===== src/rtl/sync_counter_nbit_pkg.sv =====
// Shared definitions for the parametrised synchronous counter family:
// default geometry, edge-operation encoding and the parameter sanity check.
package sync_counter_nbit_pkg;

    localparam int DEFAULT_WIDTH   = 4;
    localparam int DEFAULT_MODULUS = 16;

    // Operation applied at the next rising edge, already priority-resolved.
    typedef enum logic [2:0] {
        OP_HOLD  = 3'd0,
        OP_RESET = 3'd1,
        OP_LOAD  = 3'd2,
        OP_UP    = 3'd3,
        OP_DOWN  = 3'd4
    } op_e;

    function automatic bit params_ok(input int width, input int modulus, input int tpd);
        bit ok;
        ok = 1'b1;
        if (width < 1) begin
            ok = 1'b0;
        end else if (modulus < 2) begin
            ok = 1'b0;
        end else if (width < 31 && modulus > (1 << width)) begin
            ok = 1'b0;
        end else if (tpd < 0) begin
            ok = 1'b0;
        end else begin
            ok = 1'b1;
        end
        return ok;
    endfunction

endpackage


===== src/rtl/sync_counter_nbit_next.sv =====
// Combinational next-state and terminal-count logic for one modulo-N counter stage.
module sync_counter_nbit_next
    import sync_counter_nbit_pkg::*;
#(
    parameter int WIDTH   = DEFAULT_WIDTH,
    parameter int MODULUS = DEFAULT_MODULUS
) (
    input  logic [WIDTH-1:0] i_q,
    input  logic             i_up,
    output logic [WIDTH-1:0] o_q_inc,
    output logic [WIDTH-1:0] o_q_dec,
    output logic             o_tc
);

    localparam logic [WIDTH-1:0] MAX_Q = WIDTH'(MODULUS - 1);
    localparam logic [WIDTH:0]   MOD_X = (WIDTH + 1)'(MODULUS);

    logic w_in_range;

    // Out-of-range states (left by a load) recover to 0 going up and to MAX going down.
    always_comb begin
        o_q_inc    = '0;
        o_q_dec    = MAX_Q;
        o_tc       = 1'b0;
        w_in_range = ({1'b0, i_q} < MOD_X);

        if (i_q >= MAX_Q) begin
            o_q_inc = '0;
        end else begin
            o_q_inc = i_q + WIDTH'(1);
        end

        if ((i_q == '0) || !w_in_range) begin
            o_q_dec = MAX_Q;
        end else begin
            o_q_dec = i_q - WIDTH'(1);
        end

        if (i_up) begin
            o_tc = (i_q == MAX_Q);
        end else begin
            o_tc = (i_q == '0);
        end
    end

endmodule


===== src/rtl/sync_counter_nbit.sv =====
// Parametrised synchronous up/down modulo-N counter with ep/et enables,
// active-low parallel load and an et-gated ripple carry for cascading.
module sync_counter_nbit
    import sync_counter_nbit_pkg::*;
#(
    parameter int WIDTH   = DEFAULT_WIDTH,
    parameter int MODULUS = DEFAULT_MODULUS,
    parameter int TPD     = 0
) (
    input  logic             clk,
    input  logic             rst,
    input  logic             load,
    input  logic             ep,
    input  logic             et,
    input  logic             up,
    input  logic [WIDTH-1:0] d,
    output logic [WIDTH-1:0] q,
    output logic             rco,
    output logic             tc
);

    generate
        if (!params_ok(WIDTH, MODULUS, TPD)) begin : g_bad_params
            $error("sync_counter_nbit: MODULUS %0d outside 2..2**%0d", MODULUS, WIDTH);
        end
    endgenerate

    logic [WIDTH-1:0] r_q;
    logic [WIDTH-1:0] w_q_inc;
    logic [WIDTH-1:0] w_q_dec;
    logic             w_tc;
    op_e              w_op;

    sync_counter_nbit_next #(
        .WIDTH   (WIDTH),
        .MODULUS (MODULUS)
    ) u_next (
        .i_q     (r_q),
        .i_up    (up),
        .o_q_inc (w_q_inc),
        .o_q_dec (w_q_dec),
        .o_tc    (w_tc)
    );

    // Edge priority: reset, then load, then count, else hold.
    always_comb begin
        w_op = OP_HOLD;
        if (rst) begin
            w_op = OP_RESET;
        end else if (!load) begin
            w_op = OP_LOAD;
        end else if (ep && et) begin
            w_op = up ? OP_UP : OP_DOWN;
        end else begin
            w_op = OP_HOLD;
        end
    end

    // Counter state register.
    always_ff @(posedge clk) begin
        case (w_op)
            OP_RESET: r_q <= '0;
            OP_LOAD:  r_q <= d;
            OP_UP:    r_q <= w_q_inc;
            OP_DOWN:  r_q <= w_q_dec;
            OP_HOLD:  r_q <= r_q;
            default:  r_q <= r_q;
        endcase
    end

    // tc and rco stay combinational so a cascade settles within the same cycle.
    assign q   = r_q;
    assign tc  = w_tc;
    assign rco = et & w_tc;

endmodule


===== config.mk =====
export PLATFORM = sky130hd
export DESIGN_NAME = sync_counter_nbit
export DESIGN_NICKNAME = d
export VERILOG_FILES = /design/src/rtl/sync_counter_nbit_pkg.sv /design/src/rtl/sync_counter_nbit_next.sv /design/src/rtl/sync_counter_nbit.sv
export SDC_FILE = /design/constraint.sdc
export NUM_CORES = 1
export LEC_CHECK = 0
export BUFFER_PORTS_ARGS = -buffer_cell sky130_fd_sc_hd__buf_4
export CAP_MARGIN = 25
export CORE_AREA = 5 5 42 44
export CTS_CLUSTER_SIZE = 8
export DETAILED_ROUTE_END_ITERATION = 6
export DIE_AREA = 0 0 47 49
export PLACE_DENSITY = 0.63
export RECOVER_POWER = 25
export SYNTH_ARGS = -nofsm -noshare
export SYNTH_HDL_FRONTEND = slang
export SYNTH_HIERARCHICAL = 1
export SYNTH_SLANG_ARGS = --single-unit

===== constraint.sdc =====
create_clock -name clk -period 1.95 [get_ports clk]
set_input_delay 0.0975 -clock clk [delete_from_list [all_inputs] [get_ports clk]]
set_output_delay 0.0975 -clock clk [all_outputs]
set_load 0.005 [all_outputs]

=== Word-level counts from Yosys, hierarchy flattened ===
Cells that the tools add are included.

* Register bits after elaboration: 4
* Input port bits: 10
* Output and inout bits: 6
* Logic and storage cells: 21

* Bitwise logic cells: 1
* $lt $le $gt $ge: 1
* Mux-type cells: 8
* Reduce and logical (&&, ||, !) cells: 3
* Equality and inequality tests: 5
* $add $sub $neg: 2

{| class="wikitable"
|+ Operators by type and width
! operator !! number
|-
| $pmux 4 s4 || 1
|-
| $mux 3 || 4
|-
| $mux 4 || 2
|-
| $eq 3x2->1 const B || 2
|-
| $add 4x1->4 const B || 1
|-
| $eq 4x4->1 const B || 1
|-
| $ge 4x4->1 const B || 1
|-
| $logic_not 4->1 || 1
|-
| $reduce_bool 4->1 || 1
|-
| $sub 4x1->4 const B || 1
|-
| $eq 3x1->1 const B || 1
|-
| $eq 3x3->1 const B || 1
|-
| $and 1x1->1 || 1
|-
| $logic_and 1x1->1 || 1
|-
| $mux 1 || 1
|}

=== Logic depth before layout (Yosys ltp) ===
Gate-level depths: netlist of run 1.

* Depth after elaboration: 6
* Mapped depth: 6
* Depth with buffers taken out: 6

=== By module ===
The synthesis of run 1 kept the hierarchy.

{| class="wikitable"
|+ Modules (own cells, without submodules)
! module !! area each (µm²) !! instances !! cells an instance !! sequential area each (µm²)
|-
| sync_counter_nbit || 230.2 || 1 || 18 || 120.1
|-
| sync_counter_nbit_next || 163.9 || 1 || 22 || 0.0
|}

=== Least setup slack after synthesis of run 1 ===
No wires, ideal clock.

* Path type: register -> register
* Start point: register r_q[2] (netlist: q[2])
* End point: register r_q[3] (netlist: q[3]), data pin
* Arrival time: 1.335 ns
* Clock period less this slack: 1.594 ns
* Stages on the path, launching flop included: 6
* Data required time: 1.691 ns
* Buffers on the path: 1
* Setup time: 0.259 ns
* Slack: 0.356 ns
* Cell sequence: edfxtp_1 -> buf_6 -> or4b_1 -> o311a_1 -> mux2i_1 -> o2bb2ai_1

* Word-level cells in the longest chain between the ends: 3
* Elaborated cells between the ends (all ways): 7
* Those cells by class: add/sub (2); order compare (1); mux (3); reduce/logical (1)

{| class="wikitable"
|+ RTL lines
! item !! line !! text
|-
| start: declaration || sync_counter_nbit.sv:28 || <nowiki>logic [WIDTH-1:0] r_q;</nowiki>
|-
| start signal: assignment || sync_counter_nbit.sv:64 || <nowiki>OP_UP: r_q <= w_q_inc;</nowiki>
|-
| start signal: assignment || sync_counter_nbit.sv:65 || <nowiki>OP_DOWN: r_q <= w_q_dec;</nowiki>
|-
| start signal: assignment || sync_counter_nbit.sv:66 || <nowiki>OP_HOLD: r_q <= r_q;</nowiki>
|-
| $sub 4x1->4 or $logic_not 4->1 (tied branches) || sync_counter_nbit_next.sv:36, sync_counter_nbit_next.sv:33 ||
|-
| $mux 4 (*) || sync_counter_nbit_next.sv:33 || <nowiki>if ((i_q == '0) || !w_in_range) begin</nowiki>
|-
| via w_q_dec[3] || sync_counter_nbit.sv:30 || <nowiki>logic [WIDTH-1:0] w_q_dec;</nowiki>
|-
| $pmux 4 s4 (*) || sync_counter_nbit.sv:61 || <nowiki>case (w_op)</nowiki>
|}

The timed path passes the listed nets; every way through them passes the cells marked *.
A chain may end at the register's enable or synchronous reset.

=== Worst setup path in the final report of run 1 ===
* Start point: register r_q[1] (netlist: q[1])
* End point: output rco

* Word-level cells in the longest chain between the ends: 3
* Elaborated cells between the ends (all ways): 4
* Those cells by class: eq/ne (1); mux (1); bitwise (1); reduce/logical (1)

{| class="wikitable"
|+ RTL lines
! item !! line !! text
|-
| $eq 4x4->1 or $logic_not 4->1 (tied branches) || sync_counter_nbit_next.sv:40, sync_counter_nbit_next.sv:42 ||
|-
| $mux 1 (*) || sync_counter_nbit_next.sv:39 || <nowiki>if (i_up) begin</nowiki>
|-
| $and 1x1->1 (*) || sync_counter_nbit.sv:74 || <nowiki>assign rco = et & w_tc;</nowiki>
|-
| end: declaration || sync_counter_nbit.sv:18 || <nowiki>output logic rco,</nowiki>
|}

Mark *: on every way between the ends. The rest lies on a longest branch, timed or not.

==> results.md, run 1 <==
* Status: completed
* Leakage at 0.266 nW
* Startpoint Class: flop
* CTS clk-pin slew, worst paths at 0.04 ns
* Root buffer cell: clkbuf_4
* I/O pin cnt at 16
* Fillers at 154
* R2r setup slk at 0.19 ns
* Hold depth at 2
* Final hold viol count at 0
* RR Endpoint: q[3]
* WL/cell at 11.6 um
* CTS sink count at 4
* Vias in the first global route at 383
* Worst Hold Class: in2reg
* Most common cell after layout, fill and taps aside: buf_4
* Initial antenna violation count at 0
* CTS max path bufs at 2
* Critical path type: reg2out
* Hold Crit Start: d[0]
* Crit Path Max Fanout at 4
* Row count at 14
* Die Y at 49 um
* Power Density at 579 nW/um^2
* Layout area overhead at 42.9%
* Synth area leader: edfxtp_1
* Sequential share of the synthesized area at 30.5%
* Worst reg2reg startpoint: q[1]
* First-pass GRT wire length at 1450 um
* Clk_skew at 0.00564 ns
* Clock latency on the worst-skew pair at roughly 0.24 ns
* Synth warn at 6
* Max Transition Viols Final at 0
* Max-Cap Viols at 0
* Routed WL at a little under 900 um
* Worst r2r path cells at 5
* Post-Synthesis Cells at 40
* Max reg flops at 4
* Library cells used by synthesis at 23
* Core area at 1400 sq um
* Mean Syn Cell Area at between 9 and 10 sq um
* Hold_buf cts at 0
* Min Clock Period, post-route at between 1.5 and 2 ns
* Worst vdd ir at roughly 0.00028 V
* Slew margin rel. at approximately 83%
* Area post-placement at 526 sq um
* CTS Buf Count at 3
* Final period util at 94.6%
* Yosys reg bits at 4
* Port-buffer cells at 15
* Die W at 47 um
* Finished Core Util at between 40% and 50%
* Die area at 2300 sq um
* H-tree depth at 1
* Fraction of layout cells with a size suffix above 1 at between 40% and 50%
* Final hold slack at 0.145 ns
* WP data arrival at 1.75 ns
* Slew @ Worst Pin at about 0.26 ns
* Routability congestion estimate at roughly 0.67
* F_max at 0.542 GHz
* Hold EP: q[0]
* Design area at 563 sq um
* Share of the synthesized area in the top cell type at 30.5%
* Post-Syn Area at 394 sq um
* Vias per inst at 4.84
* Antenna Violating Nets Remaining at 0
* # diodes at 0
* Starting Density at between 20% and 30%
* DR DRC count at 0
* Initial DRC count at 2
* Area of the multi-input gates at between 200 and 250 sq um
* HPWL after DPL at 719 um
* Largest net degree at the start of global routing at 11
* CTS tree: done
* Grt ovf at 0
* Syn_nets at 52
* Crit end category: primary output
* Gr usage total at 8.83%
* Initial DRT Pass Iterations at 3
* Synth top area cells: edfxtp_1 30%, mux2i_1 10%, o2bb2ai_1 8.9%
* FF/Latch Area at 120 sq um
* Required @ worst endpoint at 1.85 ns
* DR vias at around 370
* Final Net Count at 74
* Setup violators final at 0
## area by class of cell
class,instances,area share [%]
timing repair buffer,19,25.3
tap,16,3.56
sequential,4,21.3
inverter,4,2.67
multi-input combinational,30,43.1
clock buffer,3,4.00
## how the worst max path moves through the flow
stage / end / cells past startpoint / slack, ns / from
floorplan: q[3] / 5 / 0.36 / q[2]
global placement: rco / 6 / 0.26 / q[1]
detailed placement: rco / 6 / 0.23 / q[1]
CTS: rco / 6 / 0.03 / q[1]
global route: rco / 6 / -0.007 / q[1]
finish: rco / 6 / 0.11 / q[1]
## metal layers
metal / vias to the layer above / wire length [um] / global-route usage, %
li1: 190 / - / -
met1: 162 / 326 / 8.87
met2: 14 / 477 / 13.8
met3: 2 / 65 / 3.32
met4: 0 / 13 / 6.91
met5: - / 0 / 0
## metrics by stage
| stage | setup WS [ns] | setup TNS, ns | instances | power, mW |
|---|---|---|---|---|
| floorplan | 0.356 | 0 | 40 | 0.175 |
| global route | -0.00733 | -0.00733 | 76 | 0.349 |
| global placement | 0.262 | 0 | 71 | 0.218 |
| finish | 0.105 | 0 | 76 | 0.326 |
| detailed placement | 0.228 | 0 | 71 | 0.219 |
| CTS | 0.0338 | 0 | 74 | 0.328 |
## report_power, final
group          total (mW)  switching (mW)  internal, mW
logic               0.110          0.0459        0.0636
clock network       0.103          0.0344        0.0689
registers           0.113         0.00896         0.104
## synth_stat cells (all sizes together)
master   instances
a311o            1
a31oi            1
and2             1
and2b            1
and4b            1
buf              1
clkbuf           1
edfxtp           4
ha               2
inv              4
mux2i            4
nand2            3
nand3b           1
nand4            1
nand4b           1
nor2             2
o21ai            1
o2bb2ai          4
o311a            1
or2b             1
or3b             1
or4b             1
xor2             2
## what timing repair did
| action | CTS | global route |
|---|---|---|
| resized for setup | 1 | 0 |
| endpoints found under the setup margin | 1 | 1 |
| buffers inserted | 0 | 2 |
## cell families after synthesis
| family | after synthesis | share of synthesized area, % |
|---|---|---|
| and+or+nand+nor | 14 | 23.8 |
| muxes | 4 | 10.2 |
| AOI/OAI and AO/OA | 8 | 16.8 |
| buffers and inverters | 6 | 7.93 |
| xor gates and xnor gates | 2 | 4.45 |
| adders and majority gates | 2 | 6.35 |
| DFF | 4 | 30.5 |
## critical path: stages (launching register included)
cell      delay, ns
edfxtp_1       0.43
inv_1          0.08
ha_1           0.18
or3b_1         0.38
o21ai_1        0.18
and2_1         0.15
buf_4          0.10
No activity file was read; power rests on OpenSTA's default activity.
==> run 2: changes to the inputs <==
--- a/config.mk
+++ b/config.mk
@@ -11,9 +11,8 @@
 export CTS_CLUSTER_SIZE = 8
 export DETAILED_ROUTE_END_ITERATION = 6
 export DIE_AREA = 0 0 47 49
-export PLACE_DENSITY = 0.63
+export PLACE_DENSITY = 0.59
 export RECOVER_POWER = 25
 export SYNTH_ARGS = -nofsm -noshare
 export SYNTH_HDL_FRONTEND = slang
-export SYNTH_HIERARCHICAL = 1
 export SYNTH_SLANG_ARGS = --single-unit
==> constraint.sdc (replaced) <==
create_clock -name clk -period 1.95 [get_ports clk]
set_input_delay 0.39 -clock clk [delete_from_list [all_inputs] [get_ports clk]]
set_output_delay 0.39 -clock clk [all_outputs]
set_load 0.005 [all_outputs]
==> run 2 against run 1 <==
The run now ends with setup timing left; synthesized area fell by 14%; setup slack got worse by 0.18 ns; clock-buffer cell count did not move; cell area up 2.0%; sequential share of layout area fell by 0.42 points.
==> results.md, run 2 <==
* Status: finished with violations (was completed)
* Most common cell after layout, fill and taps aside: buf_4 (unchanged)
* Leakage at 0.264 nW (was 0.266 nW)
* Gr usage total at 10.2% (was 8.83%)
* Layout area overhead at 70.0% (was 42.9%)
* Routability congestion estimate at 0.693 (was 0.670)
* Setup violators final at 2 (was 0)
* Mean Syn Cell Area at 8.89 sq um (was 9.85 sq um)
* Core area at 1400 sq um (unchanged)
* Vias per inst at 4.93 (was 4.84)
* Yosys reg bits at 4 (unchanged)
* Worst reg2reg startpoint: q[0] (was q[1])
* Number of synthesized flops with an enable pin at 4 (unchanged)
* I/O pin cnt at 16 (unchanged)
* Biggest cell delay along the critical path at 0.46 ns (was 0.43 ns)
* CP bufs+invs at 2 (unchanged)
* Vias in the first global route at 381 (was 383)
* CTS clk-pin slew, worst paths at 0.04 ns (about the same)
* RSZ-0062 raised after global routing: yes
* Final hold slack at 0.427 ns (was 0.145 ns)
* Crit path from: q[1] (unchanged)
* HPWL after DPL at 764 um (was 719 um)
* Starting Density at 24.1% (was 28.1%)
* # diodes at 0 (unchanged)
* Hold_buf cts at 0 (unchanged)
* Async SR Flop Fraction at 0% (unchanged)
* CTS tree: done (unchanged)
* Cells after DPL at 73 (was 71)
* DR vias at 394 (was 368)
* WL/cell at 13.7 um (was 11.6 um)
* WP data arrival at 1.63 ns (was 1.75 ns)
* Sequential share of the synthesized area at 35.6% (was 30.5%)
* Row count at 14 (unchanged)
* Place WS at 0.103 ns (was 0.228 ns)
* Worst vdd ir at 0.000517 V (was 0.000282 V)
* Top-count cell post-synth: nor2_1
* Final Net Count at 78 (was 74)
* Initial DRC count at 7 (was 2)
* Clock latency on the worst-skew pair at 0.24 ns (about the same)
* Synth top area cells: edfxtp_1 36%, ha_1 7.4%, nor2_1 5.6% (was edfxtp_1 30%, mux2i_1 10%, o2bb2ai_1 8.9%)
* Routed WL at 1090 um (was 883 um)
* Worst Hold Class: in2reg (unchanged)
* Synth warn at 0 (was 6)
* Post-Synthesis Cells at 38 (was 40)
* Critical path type: reg2out (unchanged)
* Clk_skew at 0.00668 ns (was 0.00564 ns)
* Crit Path Max Fanout at 2 (was 4)
* Die W at 47 um (unchanged)
* Largest net degree at the start of global routing at 7 (was 11)
* Slew @ Worst Pin at 0.238 ns (was 0.256 ns)
* Main synth FF type: edfxtp_1 (unchanged)
* Syn_nets at 50 (was 52)
* CTS Buf Count at 3 (unchanged)
* Violated checks: setup timing
* Post-Syn Area at 338 sq um (was 394 sq um)
* Root buffer cell: clkbuf_4 (unchanged)
* Worst-path cell chain: inv_2 -> ha_4 -> or4b_4 -> nand2_2 -> and2_4 -> buf_6 (was inv_1 -> ha_1 -> or3b_1 -> o21ai_1 -> and2_1 -> buf_4)
* Most frequent cells in the layout: 21 x buf_4, 5 x nor2_1, 4 x edfxtp_1
* Initial DRT Pass Iterations at 2 (was 3)
* Slew margin rel. at 83.9% (was 82.9%)
* Delay-heaviest family, CP: simple AND/OR/NAND/NOR gates (unchanged)
* Max reg flops at 4 (unchanged)
* Max-Cap Viols at 0 (unchanged)
* CTS sink count at 4 (unchanged)
* Library cells used by synthesis at 21 (was 23)
* Final worst slack at -0.0709 ns (was 0.105 ns)
* Power Density at 588 nW/um^2 (was 579 nW/um^2)
* H-tree depth at 1 (unchanged)
* Startpoint Class: flop (unchanged)
* Tot Pwr at 338 uW (was 326 uW)
* Port-buffer cells at 15 (unchanged)
* CTS max path bufs at 2 (unchanged)
* Final hold viol count at 0 (unchanged)
* Max Transition Viols Final at 0 (unchanged)
* Die Y at 49 um (unchanged)
* Hold Crit Start: d[3] (was d[0])
* Cell Count, Final, Fillers Out at 80 (was 76)
* Min Clock Period, post-route at 2.02 ns (was 1.84 ns)
* Required @ worst endpoint at 1.56 ns (was 1.85 ns)
* Synth area leader: edfxtp_1 (unchanged)
* Post-route setup TNS at -0.118 ns (was 0 ns)
* DR DRC count at 0 (unchanged)
* Slowest cell on crit path: or4b_4 (was edfxtp_1)
* Crit end category: primary output (unchanged)
* Final period util at 104% (was 94.6%)
* Top cells by count, synth: 5 x nor2_1, 4 x edfxtp_1, 4 x inv_1 (was 4 x edfxtp_1, 4 x inv_1, 4 x mux2i_1, 4 x o2bb2ai_1, 3 x nand2_1)
* Die area at 2300 sq um (unchanged)
* Initial antenna violation count at 0 (unchanged)
* First-pass GRT wire length at 1600 um (was 1450 um)
* F_max at 0.495 GHz (was 0.542 GHz)
* Fraction of layout cells with a size suffix above 1 at 50.0% (was 40.0%)
* Grt ovf at 0 (unchanged)
* Antenna Violating Nets Remaining at 0 (unchanged)
* Share of the synthesized area in the top cell type at 35.6% (was 30.5%)
==> run 2: repair_timing <==
action | CTS | global route
endpoints found under the setup margin | 2 | 2
buffers inserted | 2 | 2
pin swaps | 3 | 1
resized for setup | 6 | 2
==> run 2: where the power goes <==
part,leakage [nW],switching (mW),internal (mW)
clock network,0.0138,0.0342,0.0689
logic,0.205,0.0559,0.0702
registers,0.0448,0.00466,0.104
total,0.264,0.0947,0.243
==> run 2: worst paths after layout <==
| check | slack (ns) | endpoint | depth (start not counted) |
|---|---|---|---|
| setup reg to reg | 0.36 | q[2] | 6 |
| hold / removal | 0.43 | q[3] | 3 |
| setup / recovery | -0.07 | rco | 6 |
| hold reg to reg | 0.92 | q[2] | 4 |
==> run 2: layout make-up <==
type | instances | area, sq um
Tap cell | 16 | 20.0
Sequential cell | 4 | 120
Fill cell | 162 | 827
Timing Repair Buffer | 23 | 173
Clock buffer | 3 | 22.5
Inverter | 4 | 15.0
Multi-Input combinational cell | 30 | 224
==> run 2: per-stage QoR <==
step	instance area (sq um)	utilization, %
final	574	41.0
after global routing	574	41.0
after CTS	557	39.7
after detailed placement	500	35.7
after global placement	500	35.7
after floorplan	338	-
==> run 2: cell families (layout without fill, tap and decap cells) <==
kind of cell | after synthesis | count (layout) | share of synthesized area [%]
xor+xnor | 2 | 2 | 5.19
mux | 1 | 1 | 2.96
buf+inv | 4 | 30 | 4.44
simple gates | 15 | 15 | 22.6
fa+ha+maj | 2 | 2 | 7.41
compound gates | 10 | 10 | 21.9
flops | 4 | 4 | 35.6
==> run 2: layer usage <==
metal	part of all wire [%]	up-vias	track usage, %
li1	-	197	-
met1	40	177	11.8
met2	48	18	14.5
met3	11	2	7.75
met4	1.4	0	2.76
met5	0	-	0
==> run 2: tightest hold or removal path, delay by kind of cell <==
kind	cells	cell delay, ns
AOI/OAI and AO/OA	1	0.05
and+or+nand+nor	1	0.04
buffers and inverters	1	0.08
==> run 3: changes to the inputs <==
--- a/config.mk
+++ b/config.mk
@@ -8,6 +8,7 @@
 export BUFFER_PORTS_ARGS = -buffer_cell sky130_fd_sc_hd__buf_4
 export CAP_MARGIN = 25
 export CORE_AREA = 5 5 42 44
+export CTS_BUF_LIST = sky130_fd_sc_hd__clkbuf_8 sky130_fd_sc_hd__clkbuf_16
 export CTS_CLUSTER_SIZE = 8
 export DETAILED_ROUTE_END_ITERATION = 6
 export DIE_AREA = 0 0 47 49
==> run 3 against run 2 <==
The flow still finishes with violations (setup timing); clock-buffer cell count unchanged; register-to-register slack about the same; cell count unchanged; highest routed layer unchanged; via count is 1.0% lower; combinational power barely moved.
==> results.md, run 3 (synthesis results as in run 2) <==
* Final Net Count at 78 (unchanged)
* Layout area overhead at 75.6% (was 70.0%)
* Most common cell after layout, fill and taps aside: buf_4 (unchanged)
* Startpoint Class: flop (unchanged)
* CTS Buf Count at 3 (unchanged)
* Violated checks: setup timing (unchanged)
* Leakage at 0.271 nW (was 0.264 nW)
* Final hold viol count at 0 (unchanged)
* Gr usage total at 9.97% (was 10.2%)
* Fraction of layout cells with a size suffix above 1 at 50.0% (unchanged)
* Slowest cell on crit path: or4b_4 (unchanged)
* Biggest cell delay along the critical path at 0.46 ns (about the same)
* Worst-path cell chain: inv_2 -> ha_4 -> or4b_4 -> nand2_2 -> and2_4 -> buf_6 (unchanged)
* WP data arrival at 1.61 ns (was 1.63 ns)
* Grt met2 use at 14.7% (was 14.5%)
* Initial antenna violation count at 0 (unchanged)
* RSZ-0062 raised after global routing: yes (unchanged)
* Crit Path Max Fanout at 2 (unchanged)
* Largest net degree at the start of global routing at 7 (unchanged)
* Status: finished with violations (unchanged)
* Most frequent cells in the layout: 21 x buf_4, 5 x nor2_1, 4 x edfxtp_1 (unchanged)
* First-pass GRT wire length at 1590 um (was 1600 um)
* Critical path type: reg2out (unchanged)
* Min Clock Period, post-route at 2.00 ns (was 2.02 ns)
* Worst Hold Class: in2reg (unchanged)
* Met1 GRT Util at 11.6% (was 11.8%)
* Max Transition Viols Final at 0 (unchanged)
* Area post-placement at 500 sq um (unchanged)
* CTS tree: done (unchanged)
* Post-route setup TNS at -0.0748 ns (was -0.118 ns)
* Final period util at 103% (was 104%)
* Routability congestion estimate at 0.693 (unchanged)
* Setup violators final at 2 (unchanged)
* Vias per inst at 4.88 (was 4.93)
* Worst vdd ir at 0.000757 V (was 0.000517 V)
* Vias in the first global route at 385 (was 381)
* Clk_skew at 0.00637 ns (was 0.00668 ns)
* Port-buffer cells at 15 (unchanged)
* DR vias at 390 (was 394)
* Core area at 1400 sq um (unchanged)
* Row count at 14 (unchanged)
* Grt ovf at 0 (unchanged)
* Power Density at 686 nW/um^2 (was 588 nW/um^2)
* Antenna Violating Nets Remaining at 0 (unchanged)
* CTS clk-pin slew, worst paths at 0.03 ns (was 0.04 ns)
* CTS max path bufs at 2 (unchanged)
* DR DRC count at 0 (unchanged)
* Slew @ Worst Pin at 0.238 ns (about the same)
* CTS sink count at 4 (unchanged)
* Crit path from: q[0] (was q[1])
* Final worst slack at -0.0495 ns (was -0.0709 ns)
* Design area at 593 sq um (was 574 sq um)
* # diodes at 0 (unchanged)
* Max-Cap Viols at 0 (unchanged)
* Starting Density at 24.1% (unchanged)
* H-tree depth at 1 (unchanged)
* Finished Core Util at 42.3% (was 41.0%)
* F_max at 0.500 GHz (was 0.495 GHz)
* Die area at 2300 sq um (unchanged)
* Worst reg2reg startpoint: q[0] (unchanged)
* WL/cell at 13.7 um (about the same)
* Clock latency on the worst-skew pair at 0.22 ns (was 0.24 ns)
* CP bufs+invs at 2 (unchanged)
* Initial DRT Pass Iterations at 4 (was 2)
* Max reg flops at 4 (unchanged)
* Die W at 47 um (unchanged)
* I/O pin cnt at 16 (unchanged)
* Required @ worst endpoint at 1.56 ns (about the same)
* Root buffer cell: clkbuf_8 (was clkbuf_4)
* Initial DRC count at 8 (was 7)
* Die Y at 49 um (unchanged)
* GR peak layer: met2 (unchanged)
* Met3 Use GR at 6.64% (was 7.75%)
* Routed WL at 1090 um (about the same)
* Hold Crit Start: d[3] (unchanged)
* HPWL after DPL at 764 um (unchanged)
* Delay-heaviest family, CP: simple AND/OR/NAND/NOR gates (unchanged)
* Hold_buf cts at 0 (unchanged)
* Slew margin rel. at 83.9% (about the same)
* Crit end category: primary output (unchanged)
==> run 3: cell type report <==
| cell class | count | area [sq um] |
|---|---|---|
| multi-input combinational | 30 | 224 |
| fill | 158 | 808 |
| sequential | 4 | 120 |
| timing repair buffer | 23 | 173 |
| clock buffer | 3 | 41.3 |
| tap | 16 | 20.0 |
| inverter | 4 | 15.0 |
==> run 3: metal layers <==
metal | vias to the layer above | wire (um) | share of wire (%)
met5 | - | 0 | 0
met4 | 0 | 15 | 1.4
met3 | 2 | 92 | 8.4
met2 | 15 | 528 | 48
met1 | 176 | 456 | 42
li1 | 197 | - | -
==> run 3: report_power, final <==
group	internal [mW]	switching [mW]	total (mW)
Sequential	0.104	0.00467	0.109
Clock	0.131	0.0408	0.172
Combinational	0.0702	0.0558	0.126
Total	0.306	0.101	0.407
==> run 3: path summary, 6_finish.rpt <==
kind	endpoint	slack [ns]	cells after the start
worst max-delay path	rco	-0.05	6
worst min-delay path	q[3]	0.45	3
worst max register to register	q[2]	0.36	6
worst min register to register	q[2]	0.92	4
==> run 3: timing repair <==
action                                  in CTS  in global routing
resized for setup                            6                  2
buffers inserted                             2                  2
pin swaps                                    3                  1
endpoints found under the setup margin       2                  2
==> run 3: worst min-delay path, stage by stage <==
cell     delay, ns
buf_4         0.08
nand2_1       0.04
o41ai_1       0.05
==> run 3: metrics by stage <==
| step | power, mW | hold WS, ns | instances | worst slack [ns] |
|---|---|---|---|---|
| after floorplan | 0.156 | 0.570 | 38 | 0.145 |
| after global placement | 0.211 | 0.667 | 73 | 0.109 |
| after detailed placement | 0.211 | 0.668 | 73 | 0.103 |
| after CTS | 0.402 | 0.443 | 78 | -0.0514 |
| after global routing | 0.434 | 0.463 | 80 | -0.113 |
| final | 0.407 | 0.447 | 80 | -0.0495 |
